**config.mk**
```make
export PLATFORM = sky130hd
export DESIGN_NAME = lsu_mem_stage
export DESIGN_NICKNAME = d
export VERILOG_FILES = /design/src/rtl/riscv_pkg.sv /design/src/rtl/lsu_load_ext.sv /design/src/rtl/lsu_mem_stage.sv
export SDC_FILE = /design/constraint.sdc
export NUM_CORES = 1
export LEC_CHECK = 0
export ABC_AREA = 0
export CAP_MARGIN = 30
export CORE_ASPECT_RATIO = 0.5
export CORE_UTILIZATION = 47
export DETAILED_ROUTE_END_ITERATION = 12
export PLACE_DENSITY = 0.81
export SLEW_MARGIN = 20
export SYNTH_ARGS = -nofsm -noshare
export SYNTH_HDL_FRONTEND = slang
export SYNTH_SLANG_ARGS = --single-unit
```
**constraint.sdc**
```tcl
create_clock -name i_clk -period 2.4 [get_ports i_clk]
set_input_delay 0.6 -clock i_clk [delete_from_list [all_inputs] [get_ports i_clk]]
set_output_delay 0.6 -clock i_clk [all_outputs]
set_load 0.02 [all_outputs]
```
**src/rtl/riscv_pkg.sv**
```systemverilog
// Shared definitions for the memory-stage load/store unit: FSM states,
// load/store size encodings and the access legality rule.
package riscv_pkg;

  typedef enum logic [1:0] {
    IDLE = 2'd0,
    BUSY = 2'd1,
    DONE = 2'd2
  } lsu_state_e;

  localparam logic [2:0] F3_LB  = 3'b000;
  localparam logic [2:0] F3_LH  = 3'b001;
  localparam logic [2:0] F3_LW  = 3'b010;
  localparam logic [2:0] F3_LBU = 3'b100;
  localparam logic [2:0] F3_LHU = 3'b101;

  // An access is legal when its size is naturally aligned and the encoding
  // exists for its direction (unsigned sizes only make sense for loads).
  function automatic logic lsu_access_ok(input logic [2:0] f3,
                                         input logic [1:0] off,
                                         input logic       is_store);
    logic ok;
    case (f3)
      F3_LB:   ok = 1'b1;
      F3_LH:   ok = ~off[0];
      F3_LW:   ok = (off == 2'b00);
      F3_LBU:  ok = ~is_store;
      F3_LHU:  ok = ~is_store & ~off[0];
      default: ok = 1'b0;
    endcase
    return ok;
  endfunction

endpackage

```
**src/rtl/lsu_load_ext.sv**
```systemverilog
// Load data extraction: picks the byte/half at the byte offset of a read word
// and sign- or zero-extends it. Purely combinational so forwarding paths can
// reuse it.
module lsu_load_ext
  import riscv_pkg::*;
(
  input  logic [31:0] rdata,
  input  logic [1:0]  off,
  input  logic [2:0]  funct3,
  output logic [31:0] data
);

  logic [31:0] sh_b;
  logic [31:0] sh_h;
  logic [7:0]  b;
  logic [15:0] h;

  // Align the selected lane to bit 0, then extend according to funct3.
  // NOTE: every signal written here gets a value on every path (defaults
  // first, default case arm), otherwise synthesis infers a latch.
  always_comb begin
    sh_b = rdata >> {off, 3'b000};
    sh_h = rdata >> {off[1], 4'b0000};
    b    = sh_b[7:0];
    h    = sh_h[15:0];
    data = 32'd0;
    case (funct3)
      F3_LB:   data = {{24{b[7]}}, b};
      F3_LH:   data = {{16{h[15]}}, h};
      F3_LW:   data = rdata;
      F3_LBU:  data = {24'd0, b};
      F3_LHU:  data = {16'd0, h};
      default: data = 32'd0;
    endcase
  end

endmodule

```
**src/rtl/lsu_mem_stage.sv**
```systemverilog
// Memory-stage load/store unit: issues one word-aligned data-memory request
// per load/store, stalls the pipeline until acknowledge (or timeout), and
// hands extended load data to the MEM/WB register in the DONE cycle.
module lsu_mem_stage
  import riscv_pkg::*;
#(
  parameter int unsigned TIMEOUT_CYC = 255
) (
  input  logic        i_clk,
  input  logic        i_rst_n,
  input  logic        insn_vldM,
  input  logic        mem_rdenM,
  input  logic        mem_wrenM,
  input  logic [2:0]  funct3M,
  input  logic [31:0] alu_dataM,
  input  logic [31:0] st_dataM,
  output logic [31:0] ld_dataM,
  output logic        o_stallM,
  output logic        o_lsu_errM,
  output logic        o_dmem_req,
  output logic        o_dmem_we,
  output logic [31:0] o_dmem_addr,
  output logic [31:0] o_dmem_wdata,
  output logic [3:0]  o_dmem_be,
  input  logic        i_dmem_ack,
  input  logic [31:0] i_dmem_rdata
);

  lsu_state_e  state_q, state_d;
  logic        req_q, we_q, err_q;
  logic [31:0] addr_q, wdata_q, ld_buf_q, cnt_q;
  logic [3:0]  be_q;
  logic [1:0]  off_q;
  logic [2:0]  f3_q;

  logic        access, is_store, legal;
  logic        accept, bad, ack_hit, expire;
  logic [3:0]  be_d;
  logic [31:0] wdata_d, ext_data;

  assign access   = insn_vldM & (mem_rdenM | mem_wrenM);
  assign is_store = mem_wrenM;
  assign legal    = lsu_access_ok(funct3M, alu_dataM[1:0], is_store);

  // Lane placement of the store data and its byte enables.
  always_comb begin
    be_d    = 4'b1111;
    wdata_d = st_dataM;
    case (funct3M)
      F3_LB, F3_LBU: begin
        be_d    = 4'b0001 << alu_dataM[1:0];
        wdata_d = {4{st_dataM[7:0]}};
      end
      F3_LH, F3_LHU: begin
        be_d    = 4'b0011 << alu_dataM[1:0];
        wdata_d = {2{st_dataM[15:0]}};
      end
      default: ;
    endcase
  end

  lsu_load_ext u_load_ext (
    .rdata  (i_dmem_rdata),
    .off    (off_q),
    .funct3 (f3_q),
    .data   (ext_data)
  );

  // FSM state register.
  // NOTE: clocked state uses non-blocking (<=) so every register samples the
  // pre-edge values; blocking assignments here would create ordering races.
  always_ff @(posedge i_clk) begin
    if (!i_rst_n) state_q <= IDLE;
    else          state_q <= state_d;
  end

  // Next-state and stall decode; an ack on the expiry cycle takes priority.
  always_comb begin
    state_d  = state_q;
    o_stallM = 1'b0;
    accept   = 1'b0;
    bad      = 1'b0;
    ack_hit  = 1'b0;
    expire   = 1'b0;
    case (state_q)
      IDLE: begin
        if (access) begin
          if (legal) begin
            accept   = 1'b1;
            o_stallM = 1'b1;
            state_d  = BUSY;
          end else begin
            bad = 1'b1;
          end
        end
      end
      BUSY: begin
        o_stallM = 1'b1;
        if (i_dmem_ack) begin
          ack_hit = 1'b1;
          state_d = DONE;
        end else if ((TIMEOUT_CYC != 0) && (cnt_q == 32'(TIMEOUT_CYC - 1))) begin
          expire  = 1'b1;
          state_d = DONE;
        end
      end
      DONE:    state_d = IDLE;
      default: state_d = IDLE;
    endcase
  end

  // Request registers, timeout counter, load buffer and error pulse.
  always_ff @(posedge i_clk) begin
    if (!i_rst_n) begin
      req_q    <= 1'b0;
      we_q     <= 1'b0;
      addr_q   <= 32'd0;
      wdata_q  <= 32'd0;
      be_q     <= 4'd0;
      off_q    <= 2'd0;
      f3_q     <= 3'd0;
      cnt_q    <= 32'd0;
      ld_buf_q <= 32'd0;
      err_q    <= 1'b0;
    end else begin
      err_q <= bad | expire;
      if (accept) begin
        req_q   <= 1'b1;
        we_q    <= is_store;
        addr_q  <= {alu_dataM[31:2], 2'b00};
        wdata_q <= wdata_d;
        be_q    <= be_d;
        off_q   <= alu_dataM[1:0];
        f3_q    <= funct3M;
        cnt_q   <= 32'd0;
      end
      if (state_q == BUSY) cnt_q <= cnt_q + 32'd1;
      if (ack_hit || expire) begin
        req_q    <= 1'b0;
        we_q     <= 1'b0;
        addr_q   <= 32'd0;
        wdata_q  <= 32'd0;
        be_q     <= 4'd0;
        ld_buf_q <= (ack_hit && !we_q) ? ext_data : 32'd0;
      end
    end
  end

  assign o_dmem_req   = req_q;
  assign o_dmem_we    = we_q;
  assign o_dmem_addr  = addr_q;
  assign o_dmem_wdata = wdata_q;
  assign o_dmem_be    = be_q;
  assign o_lsu_errM   = err_q;
  assign ld_dataM     = (state_q == DONE) ? ld_buf_q : 32'd0;

endmodule
```
Word-level counts from Yosys, hierarchy flattened
Cells that the tools add are included.
{ "word_totals": {"register_bits": 140, "in_bits": 105, "out_inout_bits": 104, "word_cells": 74} }
{ "op_classes": {"addsub": 1, "eq_ne": 14, "shifts": 4, "mux": 25, "bitwise_logic": 7, "reduce_logical": 12} }
{ "ops": {"columns": ["cell", "count"], "rows": [
  ["$pmux W32 S5", 1],
  ["$mux W32", 4],
  ["$pmux W32 S2", 1],
  ["$add A32 B1 Y32 const B", 1],
  ["$eq A32 B8 Y1 const B", 1],
  ["$shr A32 B5 Y16", 1],
  ["$shr A32 B5 Y8", 1],
  ["$eq A3 B3 Y1 const B", 4],
  ["$mux W1", 11],
  ["$mux W2", 4],
  ["$pmux W4 S2", 1],
  ["$eq A3 B1 Y1 const B", 2],
  ["$eq A3 B2 Y1 const B", 2],
  ["$logic_not A3 Y1", 2],
  ["$reduce_or A2 Y1", 3],
  ["$pmux W1 S5", 1],
  ["$logic_not A2 Y1", 2],
  ["$ne A2 B2 Y1 const B", 2],
  ["$pmux W2 S2", 1],
  ["$shl A1 B2 Y4 const A", 1],
  ["$shl A2 B2 Y4 const A", 1],
  ["$ne A3 B3 Y1 const B", 1],
  ["$not A1 Y1", 3],
  ["$reduce_and A3 Y1", 1],
  ["9 further kinds", 11]
]} }

Logic depth before layout (Yosys ltp)
Gate-level depths: netlist of the first run.
{ "depth": {"depth_word": 8, "depth_mapped": 9, "ltp_nobuf": 7} }

Cells and area by module
From an unflattened synthesis of the first run, not the netlist that was laid out.
{ "hier_totals": {"cells_unflattened": 914, "area_unflattened_um2": 7156.9} }
{ "modules_own_cells": {"columns": ["module", "n_inst", "cells_each", "area_each_um2", "seq_area_each_um2"], "rows": [
  ["lsu_mem_stage", 1, 800, 6302.3, 2802.7],
  ["lsu_load_ext", 1, 114, 854.6, 0.0]
]} }

Worst setup path after synthesis of the first run
OpenSTA, ideal clock, no wires.
{ "synth_path": {"path_type": "in2out", "from": "input port alu_dataM[0]", "to": "output port o_stallM", "t_arrival_ns": 1.790, "required_ns": 1.800, "setup_slack_ns": 0.010, "stages": 4, "path_buffers": 1, "path_cell_list": "clkbuf_1 a221oi_1 o21ai_0 a21oi_1"} }
{ "synth_between": {"elab_chain_len": 6, "elab_cells_between_ends": 7, "cone_classes": "mux: 4; bitwise: 2; reduce/logical: 1"} }
{ "synth_lines": {"columns": ["element", "line_no", "rtl"], "rows": [
  ["start: declaration", "lsu_mem_stage.sv:15", "input logic [31:0] alu_dataM,"],
  ["$not A1 Y1", "riscv_pkg.sv:25, riscv_pkg.sv:28", null],
  ["$and A1 B1 Y1", "riscv_pkg.sv:28", "F3_LHU: ok = ~is_store & ~off[0];"],
  ["$pmux W1 S5 *", "riscv_pkg.sv:23", "case (f3)"],
  ["$mux W1 *", "lsu_mem_stage.sv:88", "if (legal) begin"],
  ["$mux W1 *", "lsu_mem_stage.sv:87", "if (access) begin"],
  ["$pmux W1 S2 *", "lsu_mem_stage.sv:85", "case (state_q)"],
  ["end: declaration", "lsu_mem_stage.sv:18", "output logic o_stallM,"]
]} }
Every way passes the cells marked *; elsewhere a longest branch is shown, timed or not.

Worst setup path after layout of the first run
{ "layout_path": {"from": "input port alu_dataM[1]", "to": "output port o_stallM"} }
{ "layout_between": {"elab_chain_len": 5} }
{ "layout_lines": {"columns": ["element", "line_no", "rtl"], "rows": [
  ["$logic_not A2 Y1", "riscv_pkg.sv:26", "F3_LW: ok = (off == 2'b00);"],
  ["$pmux W1 S5", "riscv_pkg.sv:23", null],
  ["$mux W1", "lsu_mem_stage.sv:88", null],
  ["$mux W1", "lsu_mem_stage.sv:87", null],
  ["$pmux W1 S2", "lsu_mem_stage.sv:85", null]
]} }
No other way between the ends.

==> results by group, run 1 <==
Outcome
  • Status: completed

Place
  • Port Buffers: a little over 200
  • Post-DP HPWL: 14600 microns
  • Final Wtd Congestion: 0.905
  • Pre-CTS setup slack: -0.870 ns
  • Cell Area, Placed: approximately 0.0091 sq mm

Route
  • DRC violations left: 0
  • Vias/cell: 5.54
  • Initial DRC count: roughly 510
  • Final WL: 20500 microns
  • Antenna-violating nets left: 0
  • Detailed-route wire length per cell: 16.7 microns
  • TritonRoute pass-1 iters: 5
  • Vias: 6808

Die
  • Core area: 0.0136 sq mm
  • Die width: 169 microns
  • Die Y: 85.5 microns
  • Starting Density: 0.482
  • Die area: 0.0145 sq mm
  • Num ports: 209
  • Num rows: 30

Worst setup path
  • Worst setup SP type: input port
  • Setup CP Type: in2out
  • WP data arrival: ~1.7 ns
  • Max Fanout on Critical Path: 2
  • Req. time, crit path: 1.80 ns
  • Worst setup EP type: output port

STA
  • Min cycle time layout: 2.34 ns
  • Clock Skews: about 0.01 ns
  • Final number of setup-violating endpoints: 0
  • Final Hold Slack: 0.442 ns
  • Worst-Margin Slew: 0.902 ns
  • Final hold vios: 0
  • Fmax achieved: ~430 MHz
  • Unrepaired setup endpoints after global routing: yes
  • Max-slew headroom: 0.397
  • Period Utilization, post-route: 0.977
  • Final worst slack: 0.0556 ns
  • Slew Viols, Final: 0

Global route
  • First-pass GRT wire length: 32700 microns
  • Largest net degree at the start of global routing: 43
  • Gr usage total: 0.285
  • Antenna violations before repair: 0
  • Vias in the first global route: 6447
  • Congestion Overflow GR: 0

Clock network
  • H-tree depth: 4
  • Clk slew on worst S/H paths: about 0.06 ns
  • CTS hold repair buffers: 0
  • Clock buffer count from CTS: 17
  • CTS Buffer Depth: 2
  • Clock root buffer master: clkbuf_16
  • CTS tree: built
  • Clk sinks: 140
  • Clk_lat worst skew: 0.42 ns

Synth
  • Cell variety after synth: 63
  • Cell taking the most area after synthesis: dfxtp_1
  • Synthesis Warnings: 0
  • Register area share after synthesis: 0.428
  • Dominant synthesized flop cell: dfxtp_1
  • Synth async-reset ratio: 0
  • Most frequent cell after synthesis: nand2_1
  • Post-synthesis average cell area: around 8.1 sq um
  • Post-Syn Instances: 808
  • Top post-synthesis cells by count: nand2_1 (154), dfxtp_1 (140), a21oi_1 (99), nor2_1 (50), clkbuf_1 (38)
  • Synth area leaders: dfxtp_1 (43%), nand2_1 (8.8%), a21oi_1 (7.6%)
  • Mapped Area: ~0.0066 sq mm
  • EDFF count, synth: 0
  • #FFs+latches synth: 140
  • Synth top area share: 0.428

Finish
  • Fraction of final layout cells sized beyond drive strength 1: 0.104
  • N_diodes: 0
  • Layout fillers: 1053
  • Final nets: 1130
  • Area grow syn2layout: 49.1%
  • Post-Layout Inst Area: slightly below 0.01 sq mm
  • FF/Latch Area: 0.00280 sq mm
  • Multi-input gate area: 0.00350 sq mm

Worst hold path
  • Hold crit path type: reg2reg

Power
  • Overall Power: between 6 and 7 mW
  • VDD IR max: 420 uV
  • PD cells: roughly 660 mW/mm^2
  • Leak: ~3.9 nW

Run
  • Max Cap Viol: 0
-- path summary, 6_finish.rpt --
kind                     start          endpoint  slack (ns)  cells past startpoint
hold reg to reg   ld_buf_q[12]      ld_buf_q[12]        0.44                      1
setup reg to reg      cnt_q[0]  o_dmem_wdata[27]        0.15                      9
setup / recovery  alu_dataM[1]          o_stallM        0.06                      5
hold / removal    ld_buf_q[12]      ld_buf_q[12]        0.44                      1
-- report_power, final --
part | internal, mW | switching, mW | total [mW]
sequential | 2.43 | 0.0604 | 2.49
combinational | 0.491 | 0.496 | 0.987
clock | 1.88 | 1.05 | 2.93
-- layout by cell type (no fill, tap or decap), types with 12 or more instances in the layout --
master           instances
dlygate4sd2_1           30
nand2_1                154
a21o_1                  25
mux2i_1                 28
buf_4                   39
dfxtp_1                139
a211oi_1                17
o211ai_1                14
clkbuf_16               17
and2_1                  37
nor2_1                  50
o21ai_0                 12
clkdlybuf4s50_1        168
a21oi_1                 98
nand3_1                 21
o21a_1                  15
nand2b_1                12
nand4_1                 13
-- sequential cells by signal, summed over array words and instances (netlist names) --
signal,cells
cnt_q,32
ld_buf_q,32
o_dmem_wdata,32
o_dmem_addr,30
o_dmem_be,4
f3_q,3
off_q,2
state_q,2
o_dmem_req,1
o_dmem_we,1
o_lsu_errM,1
-- cells by family after synthesis --
kind of cell,share of synthesized area
AOI/OAI and AO/OA,0.216
xor gates and xnor gates,0.00134
DFF,0.428
muxes,0.0496
adders and majority gates,0.00382
buffers and inverters,0.0466
and+or+nand+nor,0.255
other,0.000572
-- critical path, stage by stage --
cell             delay [ns]
clkdlybuf4s50_1        0.46
nor4_4                 0.19
o21ai_2                0.13
a21oi_2                0.19
buf_4                  0.17
-- stage by stage --
| stage | instances | TNS [ns] | util |
|---|---|---|---|
| after floorplan | 809 | 0 | - |
| after detailed placement | 1195 | -15.65 | 0.670 |
| after global routing | 1228 | -0.0498 | 0.719 |
| final | 1228 | 0 | 0.719 |
| after CTS | 1228 | -0.112 | 0.717 |
| after global placement | 1195 | -14.33 | 0.670 |
-- per-layer routing --
metal,global-route usage,up-vias,share of wire
met4,0.124,0,0.033
met1,0.367,3214,0.45
met3,0.0757,48,0.070
met5,0,-,0
met2,0.453,275,0.45
li1,-,3271,-
-- final cells by class --
type,instances,area share
Multi-Input combinational cell,601,0.358
Clock buffer,18,0.0449
Tap cell,192,0.0246
Inverter,7,0.00269
Timing Repair Buffer,256,0.261
Sequential cell,140,0.287
Clock inverter,14,0.0220
-- repair_timing --
item                       in CTS  in global routing
resized for setup              44                 11
setup buffers                   1                  0
pin swaps                       2                  4
setup endpoints to repair      33                  8
No activity file was read; power rests on OpenSTA's default activity.
==> inputs of run 2 (changes only) <==
--- a/config.mk
+++ b/config.mk
@@ -8,9 +8,9 @@
 export ABC_AREA = 0
 export CAP_MARGIN = 30
 export CORE_ASPECT_RATIO = 0.5
-export CORE_UTILIZATION = 47
+export CORE_UTILIZATION = 45
 export DETAILED_ROUTE_END_ITERATION = 12
-export PLACE_DENSITY = 0.81
+export PLACE_DENSITY = 0.8
 export SLEW_MARGIN = 20
 export SYNTH_ARGS = -nofsm -noshare
 export SYNTH_HDL_FRONTEND = slang
==> run 2 against run 1 <==
  * Hold slack hardly changed
  * Critical path depth is 1 higher
  * Routed wire length is 0.31% lower
  * Sequential cell count stayed put
  * Register-to-register slack hardly changed
  * Final area is 0.56% lower
==> results by group, run 2 (synthesis results as in run 1) <==
Global route
  • Largest net degree at the start of global routing: 44 (+2.3%)
  • Antenna violations before repair: 0 (unchanged)
  • Vias in the first global route: 6443 (-0.062%)
  • Gr usage total: 0.268 (-0.0164)
  • Congestion Overflow GR: 0 (unchanged)
  • First-pass GRT wire length: 32400 microns (-0.93%)

STA
  • Period Utilization, post-route: 0.973 (-0.00426)
  • Final Hold Slack: 0.442 ns (-0.000403 ns)
  • Final number of setup-violating endpoints: 0 (unchanged)
  • Clock Skews: 0.0106 ns (+0.000837 ns)
  • Fmax achieved: 428 MHz (+0.44%)
  • Worst-Margin Slew: 0.843 ns (-0.0584 ns)
  • Final hold vios: 0 (unchanged)
  • Slew Viols, Final: 0 (unchanged)
  • Final worst slack: 0.0658 ns (+0.0102 ns)
  • Total Neg Setup Slack: 0 ns (unchanged)
  • Min cycle time layout: 2.33 ns (-0.0102 ns)
  • Max-slew headroom: 0.436 (+0.0391)
  • Unrepaired setup endpoints after global routing: no

Power
  • VDD IR max: 444 uV (+5.9%)
  • Cell-internal power: 4.79 mW (-0.11%)
  • Logic pwr share: 0.152 (-0.002)
  • Clk pwr share: 0.460 (+0.003)
  • Sw frac: 0.252 (+0.000944)
  • PD cells: 660 mW/mm^2 (+0.58%)
  • Overall Power: 6.41 mW (about the same)
  • Leak: 3.91 nW (-0.44%)
  • Sw power: 1.62 mW (+0.39%)
  • Sequential power share: 0.389 (about the same)

Die
  • Die Y: 87.3 microns (+2.2%)
  • Die width: 173 microns (+2.2%)
  • Die area: 0.0151 sq mm (+4.4%)
  • Starting Density: 0.472 (-0.0104)
  • Num rows: 30 (unchanged)
  • Num ports: 209 (unchanged)
  • Core area: 0.0139 sq mm (+2.2%)

Finish
  • Most common cell after layout, fill and taps aside: clkdlybuf4s50_1
  • Area grow syn2layout: 48.3%
  • Final nets: 1129 (-0.088%)
  • Final core occ: 0.700 (-0.0195)
  • Fraction of final layout cells sized beyond drive strength 1: 0.103 (-0.000865)
  • Highest-count cells in the layout ignoring fill and taps: clkdlybuf4s50_1 (167), nand2_1 (154), dfxtp_1 (139)
  • N_diodes: 0 (unchanged)

Worst setup path
  • Max Fanout on Critical Path: 2 (unchanged)
  • Worst setup SP type: input port
  • RR Startpoint: cnt_q[1]
  • Setup CP Type: in2out
  • WP data arrival: 1.73 ns (about the same)
  • Req. time, crit path: 1.80 ns (about the same)
  • Worst setup EP type: output port
  • Crit path from: mem_wrenM

Route
  • TritonRoute pass-1 iters: 5 (unchanged)
  • Vias/cell: 5.55 (+0.17%)
  • Detailed-route wire length per cell: 16.7 microns (-0.23%)
  • Initial DRC count: 501 (-1.6%)
  • Final WL: 20500 microns (-0.31%)
  • Vias: 6814 (+0.088%)
  • DRC violations left: 0 (unchanged)
  • Antenna-violating nets left: 0 (unchanged)

Clock network
  • CTS Buffer Depth: 2 (unchanged)
  • Clk slew on worst S/H paths: 0.06 ns (about the same)
  • H-tree depth: 4 (unchanged)
  • Clock root buffer master: clkbuf_16
  • CTS hold repair buffers: 0 (unchanged)
  • CTS tree: built
  • Clk sinks: 140 (unchanged)
  • Clk_lat worst skew: 0.42 ns (about the same)
  • Clock buffer count from CTS: 17 (unchanged)

Place
  • Pre-CTS setup slack: -0.877 ns (-0.00676 ns)
  • Final Wtd Congestion: 0.909 (+0.54%)
  • Post-DP HPWL: 14600 microns (about the same)
  • Port Buffers: 206 (unchanged)

Worst hold path
  • Hold path start: ld_buf_q[20]
  • Hold crit path type: reg2reg

Run
  • Max Cap Viol: 0 (unchanged)

Outcome
  • Status: completed
## run 2: cell types whose count changed in the layout (fill, tap and decap cells not counted), sizes merged
cell           change
buf                -1
clkbuf             +1
clkdlybuf4s50      -1
dlygate4sd2        +1
inv                -1
## run 2: worst paths after layout
check	endpoint	slack, ns	depth (start not counted)
max	o_stallM	0.07	6
min	ld_buf_q[20]	0.44	1
max reg2reg	cnt_q[20]	0.16	6
min reg2reg	ld_buf_q[20]	0.44	1
## run 2: final cells by class
cell class                      instances  area (sq um)
Clock inverter                         13           214
Tap cell                              192           240
Multi-Input combinational cell        601          3510
Sequential cell                       140          2800
Fill cell                            1090          4170
Inverter                                7          26.3
Clock buffer                           19           443
Timing Repair Buffer                  255          2480
## run 2: routing by layer
layer / vias to the layer above / wire [microns] / global-route usage
met5: - / 0 / 0
li1: 3271 / - / -
met4: 0 / 428 / 0.0990
met2: 254 / 9580 / 0.451
met1: 3255 / 8950 / 0.337
met3: 34 / 1500 / 0.0663
## run 2: metrics by stage
| stage | instances | area [sq um] |
|---|---|---|
| floorplan | 809 | 6560 |
| global placement | 1194 | 9040 |
| detailed placement | 1194 | 9040 |
| CTS | 1226 | 9690 |
| global route | 1227 | 9720 |
| finish | 1227 | 9720 |
## run 2: critical path, stage by stage
cell,delay [ns]
dlymetal6s2s_1,0.17
a221oi_2,0.34
buf_4,0.17
o21ai_0,0.10
a21oi_2,0.19
buf_4,0.17
## run 2: power by group through the flow
stage | clock network [mW] | logic [mW] | registers (mW)
final | 2.95 | 0.972 | 2.49
after global routing | 3.09 | 1.04 | 2.50
after CTS | 2.98 | 0.970 | 2.49
after detailed placement | 0 | 0.960 | 2.54
after global placement | 0 | 0.946 | 2.53
after floorplan | 0 | 0.335 | 2.64
## run 2: what timing repair did
action / CTS / global route
setup buffers: 0 / 1
resized for setup: 44 / 11
pin swaps: 1 / 4
endpoints found under the setup margin: 33 / 82
